--- src/rtl/td4_datapath_units.sv ---
// TD4 datapath primitives: 4-way 4-bit operand selector, 4-bit adder with
// carry-out, and the loadable 4-bit program counter that addresses the ROM.
module td4_datapath_units (
  input  logic       clk,
  input  logic       reset,
  input  logic [3:0] sel_c0,
  input  logic [3:0] sel_c1,
  input  logic [3:0] sel_c2,
  input  logic [3:0] sel_c3,
  input  logic       sel_a,
  input  logic       sel_b,
  output logic [3:0] sel_y,
  input  logic [3:0] add_a,
  input  logic [3:0] add_b,
  output logic [3:0] add_sum,
  output logic       add_co,
  input  logic       cnt_load,
  input  logic [3:0] cnt_din,
  output logic [3:0] cnt_q
);

  localparam int DATA_W = 4;

  logic [DATA_W:0]   w_sum;
  logic [DATA_W-1:0] r_cnt;

  // An unknown select bit falls through to the default and propagates X.
  always_comb begin
    case ({sel_b, sel_a})
      2'b00:   sel_y = sel_c0;
      2'b01:   sel_y = sel_c1;
      2'b10:   sel_y = sel_c2;
      2'b11:   sel_y = sel_c3;
      default: sel_y = 'x;
    endcase
  end

  assign w_sum   = {1'b0, add_a} + {1'b0, add_b};
  assign add_sum = w_sum[DATA_W-1:0];
  assign add_co  = w_sum[DATA_W];

  // Program counter: reset beats load, load beats the modulo-16 increment.
  always_ff @(posedge clk) begin
    if (!reset) begin
      r_cnt <= '0;
    end else if (cnt_load) begin
      r_cnt <= cnt_din;
    end else begin
      r_cnt <= r_cnt + 4'd1;
    end
  end

  assign cnt_q = r_cnt;

endmodule

--- config.mk ---
export PLATFORM = sky130hd
export DESIGN_NAME = td4_datapath_units
export DESIGN_NICKNAME = d
export VERILOG_FILES = /design/src/rtl/td4_datapath_units.sv
export SDC_FILE = /design/constraint.sdc
export NUM_CORES = 1
export LEC_CHECK = 0
export ABC_AREA = 1
export CORE_UTILIZATION = 27
export CTS_BUF_LIST = sky130_fd_sc_hd__clkbuf_2
export DETAILED_ROUTE_END_ITERATION = 6
export PLACE_DENSITY = 0.76
export REMOVE_ABC_BUFFERS = 1
export SLEW_MARGIN = 20
export SYNTH_ARGS = -nofsm -noshare
export SYNTH_HDL_FRONTEND = slang
export SYNTH_SLANG_ARGS = --single-unit
export TNS_END_PERCENT = 5
--- constraint.sdc ---
create_clock -name clk -period 1.4 [get_ports clk]
set_input_delay 0.35 -clock clk [delete_from_list [all_inputs] [get_ports clk]]
set_output_delay 0.35 -clock clk [all_outputs]
set_load 0.1 [all_outputs]
**Word-level counts from Yosys, hierarchy flattened**

Cells that the tools add are included.

- Eq/ne operators: 3
- Multiplexer cells: 2
- $add $sub $neg: 2
- Reduce and logical (&&, ||, !) cells: 1

Operators with widths:

| kind | number |
|---|---|
| $pmux W4 S4 | 1 |
| $add A4 B4 Y5 | 1 |
| $add A4 B1 Y4 const B | 1 |
| $eq A2 B2 Y1 const B | 2 |
| $mux W4 | 1 |
| $eq A2 B1 Y1 const B | 1 |
| $logic_not A2 Y1 | 1 |

- Register bits after elaboration: 4
- Output and inout port bits: 13
- Word-level logic and storage cells: 9
- Bits of input ports: 33

**Logic depth before layout (Yosys ltp)**

Gate-level depths: netlist (run 1).

- Word-level depth: 2
- Gate-level depth with buffers: 5
- Mapped depth without buffers: 5

**Worst setup path before layout (run 1)**

OpenSTA, ideal clock, no wires.

- Path kind: input port to output port
- From: input add_a[0]
- To: output add_sum[2]
- Stages: 4
- Slack: -1.453 ns
- Arrival: 2.503 ns
- Path through: ha_1 > inv_1 > fa_1 > xnor2_1

- Cells in the longest elaborated chain, start to end: 1

Ends and longest elaborated chain:

| what | line | source |
|---|---|---|
| start: declaration | 13 | `input logic [3:0] add_a,` |
| $add A4 B4 Y5 | 38 | `assign w_sum = {1'b0, add_a} + {1'b0, add_b};` |
| end: declaration | 15 | `output logic [3:0] add_sum,` |

Every way passes these cells.

**Final worst setup path (run 1)**

- From: input add_a[0]
- To: output add_co

- Cells in the longest elaborated chain, start to end: 1

Ends and longest elaborated chain:

| what | line | source |
|---|---|---|
| $add A4 B4 Y5 | 38 |  |
| end: declaration | 16 | `output logic add_co,` |

Every way passes these cells.

==> results of run 1 <==
power groups by stage:
stage	clock [W]	sequential (W)	combinational, W
detailed placement	0	0.000142	0.000713
finish	0.000107	0.000140	0.000775
global placement	0	0.000141	0.000707
global route	0.000117	0.000142	0.000802
CTS	0.000111	0.000139	0.000739
floorplan	0	0.000200	0.000328
layer usage:
layer  routed length (um)  part of all wire  global-route usage
met5                    0                 0                   0
met4                    8            0.0042              0.0303
met3                  163             0.085              0.0542
met2                 1050              0.55               0.367
met1                  701              0.36               0.206
repair_timing:
item                                    4_1_cts  5_1_grt
buffers inserted                              2        0
resized for setup                            57       20
pin swaps                                    20       14
hold buffers                                  0        0
endpoints found under the setup margin        9        8
cell usage in the layout (no fill, tap or decap), types with 2 or more instances in the layout:
cell type	count
nand2_1	7
buf_12	13
nor2_1	6
dlygate4sd2_1	14
o21ai_0	3
inv_1	5
buf_4	6
ha_4	4
clkbuf_2	6
dlymetal6s2s_1	4
inv_2	6
buf_6	4
nand3_1	14
clkdlybuf4s50_1	6
dfxtp_1	4
buf_2	2
nand2_2	3
nand4_1	5
worst max-delay path, cell delays in order:
cell	delay [ns]
buf_8	0.07
ha_4	0.13
inv_2	0.04
fa_2	0.39
o21ai_2	0.21
buf_12	0.19
metrics by stage:
stage / setup slack, ns / utilization / std cells
after floorplan: -1.45 / - / 69
after global placement: -0.821 / 0.696 / 136
after detailed placement: -0.894 / 0.696 / 136
after CTS: -0.357 / 0.743 / 141
after global routing: -0.382 / 0.779 / 141
final: -0.344 / 0.779 / 141
Yosys cell counts:
| library cell | n |
|---|---|
| inv_1 | 9 |
| fa_1 | 1 |
| a21oi_1 | 3 |
| nand2_1 | 10 |
| buf_6 | 2 |
| o21ai_0 | 3 |
| dfxtp_1 | 4 |
| nor2_8 | 1 |
| nor2_1 | 6 |
| inv_2 | 3 |
| nand4_1 | 5 |
| xnor2_1 | 1 |
| xor2_1 | 1 |
| ha_1 | 5 |
| nand3_1 | 16 |
| o21ai_1 | 1 |
cells by family after synthesis:
family | synth area share
and+or+nand+nor | 0.404
buffers and inverters | 0.142
AOI/OAI and AO/OA | 0.0738
adders and majority gates | 0.174
DFF | 0.169
xor gates and xnor gates | 0.0369
final timing paths:
check                 from  endpoint  depth (start not counted)
setup reg to reg  cnt_q[0]  cnt_q[2]                          4
setup / recovery  add_a[0]    add_co                          6
hold / removal    cnt_q[0]  cnt_q[0]                          1
hold reg to reg   cnt_q[0]  cnt_q[0]                          1
cell type report:
| cell class | instances | area (sq um) | share of cell area |
|---|---|---|---|
| repair buffers | 53 | 623 | 0.508 |
| multi-input cells | 53 | 442 | 0.360 |
| clock buffers | 3 | 15.0 | 0.0122 |
| flip-flops and latches | 4 | 80.1 | 0.0652 |
| inverters | 12 | 47.5 | 0.0387 |
| well taps | 16 | 20.0 | 0.0163 |
==> flow_metrics.env, run 1 <==
export IMPL_avgSynthCellArea_sq_um=6.68
export IMPL_finalPower_w=0.00102
export IMPL_yosys_warnings=0
export IMPL_drv_cap=0
export IMPL_routed_wl_mm=1.92
export IMPL_cp_start_kind="input port"
export IMPL_required_ns=1.05
export IMPL_hold_violations=0
export IMPL_grt_usage=0.190
export IMPL_ir_drop_mv=0.418
export IMPL_finalCriticalPeriod_ns=1.74
export IMPL_antenna_found_initial=0
export IMPL_core_sq_um=1580
export IMPL_hpwl_mm=1.36
export IMPL_p_leak_nw=0.612
export IMPL_seq_area_frac_synth=0.169
export IMPL_drc=3
export IMPL_synth_largest_area_cell="dfxtp_1"
export IMPL_clk_latency_ns=0.21
export IMPL_end_kind="output pin"
export IMPL_io_pins=46
export IMPL_antennaDiodeCount=0
export IMPL_worst_slack_ns=-0.344
export IMPL_power_frac_seq=0.137
export IMPL_max_clock_path_buffers=2
export IMPL_clk_pin_slew_ns=0.04
export IMPL_critPathKind="input port to output pin"
export IMPL_place_area_sq_um=1100
export IMPL_area_growth_pct=159
export IMPL_comb_power_share=0.758
export IMPL_netlist_top_cells_area="dfxtp_1 (17%), nand3_1 (17%), ha_1 (13%)"
export IMPL_nets=166
export IMPL_clockPowerShare=0.104
export IMPL_drtPass1Iterations=6
export IMPL_die_x_um=43.9
export IMPL_design_die_area_sq_um=1930
export IMPL_drtAntennaViolNets=0
export IMPL_io_buffers=45
export IMPL_ctsHtreeMaxLevel=1
export IMPL_synthCells=71
export IMPL_max_freq_mhz=573
export IMPL_clockRootBuffer="clkbuf_2"
export IMPL_grt_pass1_wl_mm=2.75
export IMPL_wl_per_cell_um=13.6
export IMPL_chipHeight_um=43.9
export IMPL_routed_via_density=4.95
export IMPL_finalSetupViolCount=8
export IMPL_switching_power_w=0.000527
export IMPL_synth_top_area_share=0.169
export IMPL_synth_cell_type_count=16
export IMPL_final_area_sq_um=1230
export IMPL_grt_max_degree=8
export IMPL_netlist_area_sq_um=474
export IMPL_clock_sinks=4
export IMPL_globalRouteOverflowTotal=0
export IMPL_ys_seq_elements=4
export IMPL_cts_buffers=3
export IMPL_finalMaxSlewViolations=0
export IMPL_worstPathArrival_ns=1.39
export IMPL_finClkSkew_ns=0.00354
export IMPL_largest_register_ff_count=4
export IMPL_period_share=1.25
export IMPL_relSlewSlack=0.818
export IMPL_intPower_w=0.000494
export IMPL_r2r_slack_ns=0.30
export IMPL_status="finished with violations"
export IMPL_p_sw_frac=0.516
export IMPL_drive_above_1_share=0.432
export IMPL_grt_setup_unrepaired="yes"
export IMPL_rows=14
export IMPL_hp_class="register to register"
export IMPL_cts_tree="yes"
export IMPL_start_util=0.301
export IMPL_fillers=120
export IMPL_worst_slew_pin_slew_ns=0.272
export IMPL_vias=698
export IMPL_path_max_fanout=2
export IMPL_p_per_area_nw_per_um2=832
export IMPL_violations="DRC, setup timing"
export IMPL_gp_congestion=0.735
export IMPL_setup_tns_ns=-1.39
export IMPL_drt_iter0_markers=20
export IMPL_holdWs_ns=0.586
export IMPL_grt_pass1_vias=698
(Power assumes the default switching activity.)
==> run 2: changes to the inputs <==
PLACE_DENSITY = 0.77   (was 0.76)
SKIP_CTS_REPAIR_TIMING = 1   (was not set)
==> flow_metrics.env, run 2 (synthesis results as in run 1) <==
export IMPL_required_ns=1.05
export IMPL_p_per_area_nw_per_um2=786
export IMPL_multi_input_area_sq_um=414
export IMPL_io_buffers=45
export IMPL_critPathKind="input port to output pin"
export IMPL_worstRegToRegCells=4
export IMPL_drv_cap=0
export IMPL_largest_register_ff_count=4
export IMPL_rows=14
export IMPL_worst_slack_ns=-0.356
export IMPL_finalPower_w=0.00100
export IMPL_wl_per_cell_um=12.6
export IMPL_drtPass1Iterations=7
export IMPL_path_max_fanout=2
export IMPL_drt_iter0_markers=12
export IMPL_design_die_area_sq_um=1930
export IMPL_final_cell_mix="dlymetal6s2s_1 (22), nand3_1 (14), buf_12 (13), nand2_1 (9)"
export IMPL_clockRootBuffer="clkbuf_2"
export IMPL_rr_endpoint="cnt_q[2]"
export IMPL_grt_usage=0.159
export IMPL_worst_slew_pin_slew_ns=0.238
export IMPL_cts_tree="yes"
export IMPL_antenna_found_initial=0
export IMPL_vias=679
export IMPL_finalMaxSlewViolations=0
export IMPL_finalSetupViolCount=8
export IMPL_ir_drop_mv=0.527
export IMPL_r2r_slack_ns=0.35
export IMPL_gp_congestion=0.717
export IMPL_io_pins=46
export IMPL_max_freq_mhz=569
export IMPL_grt_setup_unrepaired="yes"
export IMPL_clk_latency_ns=0.21
export IMPL_die_x_um=43.9
export IMPL_finClkSkew_ns=0.00320
export IMPL_hpwl_mm=1.31
export IMPL_cts_buffers=3
export IMPL_mostFrequentLayoutCell="dlymetal6s2s_1"
export IMPL_worstPathArrival_ns=1.41
export IMPL_grt_use_met3=0.0792
export IMPL_dp_cells=135
export IMPL_drc=1
export IMPL_start_util=0.301
export IMPL_seq_area_sq_um=80.1
export IMPL_clk_pin_slew_ns=0.04
export IMPL_grt_pass1_vias=573
export IMPL_hp_class="register to register"
export IMPL_routed_wl_mm=1.76
export IMPL_finalNonFillerCells=140
export IMPL_area_growth_pct=169
export IMPL_finalCriticalPeriod_ns=1.76
export IMPL_max_clock_path_buffers=2
export IMPL_violations="DRC, setup timing"
export IMPL_gr_max_usage_layer="met2"
export IMPL_fillers=102
export IMPL_chipHeight_um=43.9
export IMPL_reg2reg_from="cnt_q[0]"
export IMPL_drtAntennaViolNets=0
export IMPL_clock_sinks=4
export IMPL_drive_above_1_share=0.363
export IMPL_use_met2=0.304
export IMPL_globalRouteOverflowTotal=0
export IMPL_cp_start_kind="input port"
export IMPL_startpoint="add_b[0]"
export IMPL_core_sq_um=1580
export IMPL_crit_end="add_sum[2]"
export IMPL_relSlewSlack=0.841
export IMPL_hold_violations=0
export IMPL_end_kind="output pin"
export IMPL_grt_pass1_wl_mm=2.22
export IMPL_routed_via_density=4.85
export IMPL_status="finished with violations"
export IMPL_ctsHtreeMaxLevel=1
export IMPL_met1_usage=0.135
export IMPL_grt_max_degree=9
export IMPL_antennaDiodeCount=0
export IMPL_p_leak_nw=0.750
export IMPL_nets=165
export IMPL_period_share=1.25
[run 2: changes by cell type in the layout (fill, tap and decap cells not counted), sizes merged]
cell and delta:
buf -3, dlygate4sd2 -14, dlymetal6s2s +18, clkbuf -2
[run 2: how the worst min path moves through the flow]
stage	startpoint	endpoint	slack (ns)	cells past startpoint
after floorplan	cnt_load	cnt_q[2]	0.48	2
after global placement	cnt_q[0]	cnt_q[0]	0.55	1
after detailed placement	cnt_q[0]	cnt_q[0]	0.58	1
after CTS	cnt_q[0]	cnt_q[0]	0.59	1
after global routing	cnt_q[0]	cnt_q[0]	0.60	1
final	cnt_q[0]	cnt_q[0]	0.58	1
[run 2: layout make-up]
class / instances / share of cell area
flip-flops and latches: 4 / 0.0628
inverters: 12 / 0.0373
multi-input cells: 53 / 0.325
well taps: 16 / 0.0157
repair buffers: 52 / 0.548
clock buffers: 3 / 0.0118
[run 2: routing by layer]
layer | vias to the layer above | routed length [um] | share of wire
li1 | 345 | - | -
met1 | 296 | 595 | 0.34
met2 | 36 | 974 | 0.55
met3 | 2 | 174 | 0.099
met4 | 0 | 13 | 0.0074
met5 | - | 0 | 0
[run 2: power breakdown]
group          switching, W  leakage (nW)  internal, W  total (W)
Clock             0.0000468        0.0125    0.0000575   0.000104
Combinational      0.000448         0.704     0.000310   0.000758
Sequential        0.0000150        0.0334     0.000124   0.000139
Total              0.000510         0.750     0.000492    0.00100
[run 2: per-stage QoR]
stage / util / area, sq um / hold slack [ns] / TNS (ns) / worst slack [ns]
floorplan: - / 452 / 0.481 / -5.64 / -1.45
detailed placement: 0.691 / 1090 / 0.577 / -5.09 / -0.859
global placement: 0.691 / 1090 / 0.546 / -5.00 / -0.824
CTS: 0.701 / 1100 / 0.586 / -5.13 / -0.864
global route: 0.809 / 1270 / 0.598 / -1.70 / -0.375
finish: 0.809 / 1270 / 0.582 / -1.49 / -0.356
[run 2: critical path, cell delays in order]
cell     delay (ns)
buf_6          0.07
ha_4           0.13
inv_2          0.04
fa_2           0.39
xnor2_2        0.21
buf_12         0.20
==> run 3: changes to the inputs <==
CORE_UTILIZATION = 32   (was 27)
CTS_CLUSTER_DIAMETER = 100   (was not set)
PLACE_DENSITY = 0.86   (was 0.77)
clock period = 2.2 ns   (was 1.4 ns; I/O delays follow)
==> flow_metrics.env, run 3 (synthesis results as in run 1) <==
export IMPL_status="finished with violations"
export IMPL_violations="setup timing"
export IMPL_drtAntennaViolNets=0
export IMPL_cts_buffers=3
export IMPL_grt_pass1_vias=582
export IMPL_holdWs_ns=0.532
export IMPL_max_stage_delay_ns=0.42
export IMPL_ctsHtreeMaxLevel=1
export IMPL_vias=713
export IMPL_core_sq_um=1330
export IMPL_ir_drop_mv=0.371
export IMPL_nets=164
export IMPL_routed_via_density=5.17
export IMPL_worst_slack_ns=-0.0238
export IMPL_max_clock_path_buffers=2
export IMPL_preCtsSetupSlack_ns=-0.471
export IMPL_p_sw_frac=0.521
export IMPL_final_cell_mix="clkdlybuf4s50_1 (22), nand3_1 (15), buf_4 (10), buf_12 (10), nand2_1 (9)"
export IMPL_comb_power_share=0.757
export IMPL_worst_slew_pin_slew_ns=0.288
export IMPL_cpMaxStageDelayCell="fa_2"
export IMPL_critPathKind="input port to output pin"
export IMPL_switching_power_w=0.000328
export IMPL_holdPathEnd="cnt_q[0]"
export IMPL_critPathBufInv=3
export IMPL_worstRegToRegCells=4
export IMPL_antennaDiodeCount=0
export IMPL_drv_cap=0
export IMPL_drive_above_1_share=0.325
export IMPL_period_share=1.01
export IMPL_hold_violations=0
export IMPL_relSlewSlack=0.809
export IMPL_final_area_sq_um=1160
export IMPL_routed_wl_mm=2.11
export IMPL_crit_family="adder cells"
export IMPL_max_freq_mhz=450
export IMPL_fillers=59
export IMPL_die_x_um=40.5
export IMPL_design_die_area_sq_um=1640
export IMPL_grt_max_degree=11
export IMPL_clk_pin_slew_ns=0.04
export IMPL_mostFrequentLayoutCell="clkdlybuf4s50_1"
export IMPL_io_buffers=45
export IMPL_rr_endpoint="cnt_q[2]"
export IMPL_end_kind="output pin"
export IMPL_drtPass1Iterations=4
export IMPL_worstPathArrival_ns=1.67
export IMPL_hpwl_mm=1.53
export IMPL_p_per_area_nw_per_um2=542
export IMPL_cts_tree="yes"
export IMPL_io_pins=46
export IMPL_clk_latency_ns=0.21
export IMPL_reg2reg_from="cnt_q[0]"
export IMPL_start_util=0.356
export IMPL_place_area_sq_um=1040
export IMPL_hold_start="cnt_q[0]"
export IMPL_finalMaxSlewViolations=0
export IMPL_cp_start_kind="input port"
export IMPL_r2r_slack_ns=1.13
export IMPL_hold_path_depth=1
export IMPL_chipHeight_um=40.5
export IMPL_required_ns=1.65
export IMPL_seq_area_sq_um=80.1
export IMPL_power_frac_seq=0.135
export IMPL_gp_congestion=0.797
export IMPL_area_growth_pct=145
export IMPL_wl_per_cell_um=15.3
export IMPL_antenna_found_initial=0
export IMPL_grt_usage=0.226
export IMPL_rows=13
export IMPL_multi_input_area_sq_um=404
export IMPL_finalCriticalPeriod_ns=2.22
export IMPL_finClkSkew_ns=0.00428
export IMPL_intPower_w=0.000302
export IMPL_cp_cell_sequence="buf_4 -> ha_4 -> inv_2 -> fa_2 -> o21ai_2 -> buf_12"
export IMPL_drt_iter0_markers=9
export IMPL_finalSetupViolCount=1
export IMPL_largest_register_ff_count=4
export IMPL_grt_pass1_wl_mm=2.39
export IMPL_p_leak_nw=0.597
export IMPL_drc=0
export IMPL_clockPowerShare=0.108
export IMPL_globalRouteOverflowTotal=0
export IMPL_hp_class="register to register"
export IMPL_clockRootBuffer="clkbuf_2"
export IMPL_path_max_fanout=2
export IMPL_clock_sinks=4
run 3: cell count changes in the layout (fill, tap and decap cells not counted), sizes merged:
cell	before	now
clkdlybuf4s50	6	22
dlymetal6s2s	22	8
buf	23	20
run 3: worst max-delay path by stage:
| stage | to | from | cells past startpoint |
|---|---|---|---|
| final | add_co | add_b[0] | 6 |
| after global routing | add_co | add_b[0] | 6 |
| after CTS | add_sum[2] | add_b[0] | 6 |
| after detailed placement | add_sum[2] | add_b[0] | 6 |
| after floorplan | add_sum[2] | add_a[0] | 4 |
| after global placement | add_sum[2] | add_a[0] | 6 |
run 3: stage by stage:
step           TNS, ns  power (W)  std cells  utilization
3_3_place_gp     -1.51   0.000522        133        0.782
4_1_cts          -1.86   0.000598        136        0.794
5_1_grt        -0.0479   0.000659        138        0.872
3_5_place_dp     -1.77   0.000529        133        0.782
2_1_floorplan    -2.19   0.000337         69            -
6_report       -0.0238   0.000630        138        0.872
run 3: per-layer routing:
| layer | GRT usage | vias to the layer above | share of wire |
|---|---|---|---|
| met1 | 0.185 | 321 | 0.32 |
| met5 | 0 | - | 0 |
| li1 | - | 342 | - |
| met3 | 0.0278 | 11 | 0.059 |
| met2 | 0.484 | 39 | 0.56 |
| met4 | 0.133 | 0 | 0.059 |
run 3: cell type report:
cell class                      instances  area share
Clock buffer                            3      0.0129
Inverter                               12      0.0387
Multi-Input combinational cell         53       0.347
Sequential cell                         4      0.0688
Tap cell                               15      0.0161
Timing Repair Buffer                   51       0.516
run 3: power by group through the flow:
stage / sequential, W / combinational [W] / clock (W)
5_1_grt: 0.0000858 / 0.000496 / 0.0000772
3_5_place_dp: 0.0000860 / 0.000443 / 0
6_report: 0.0000852 / 0.000477 / 0.0000678
4_1_cts: 0.0000848 / 0.000443 / 0.0000701
2_1_floorplan: 0.000128 / 0.000209 / 0
3_3_place_gp: 0.0000856 / 0.000437 / 0
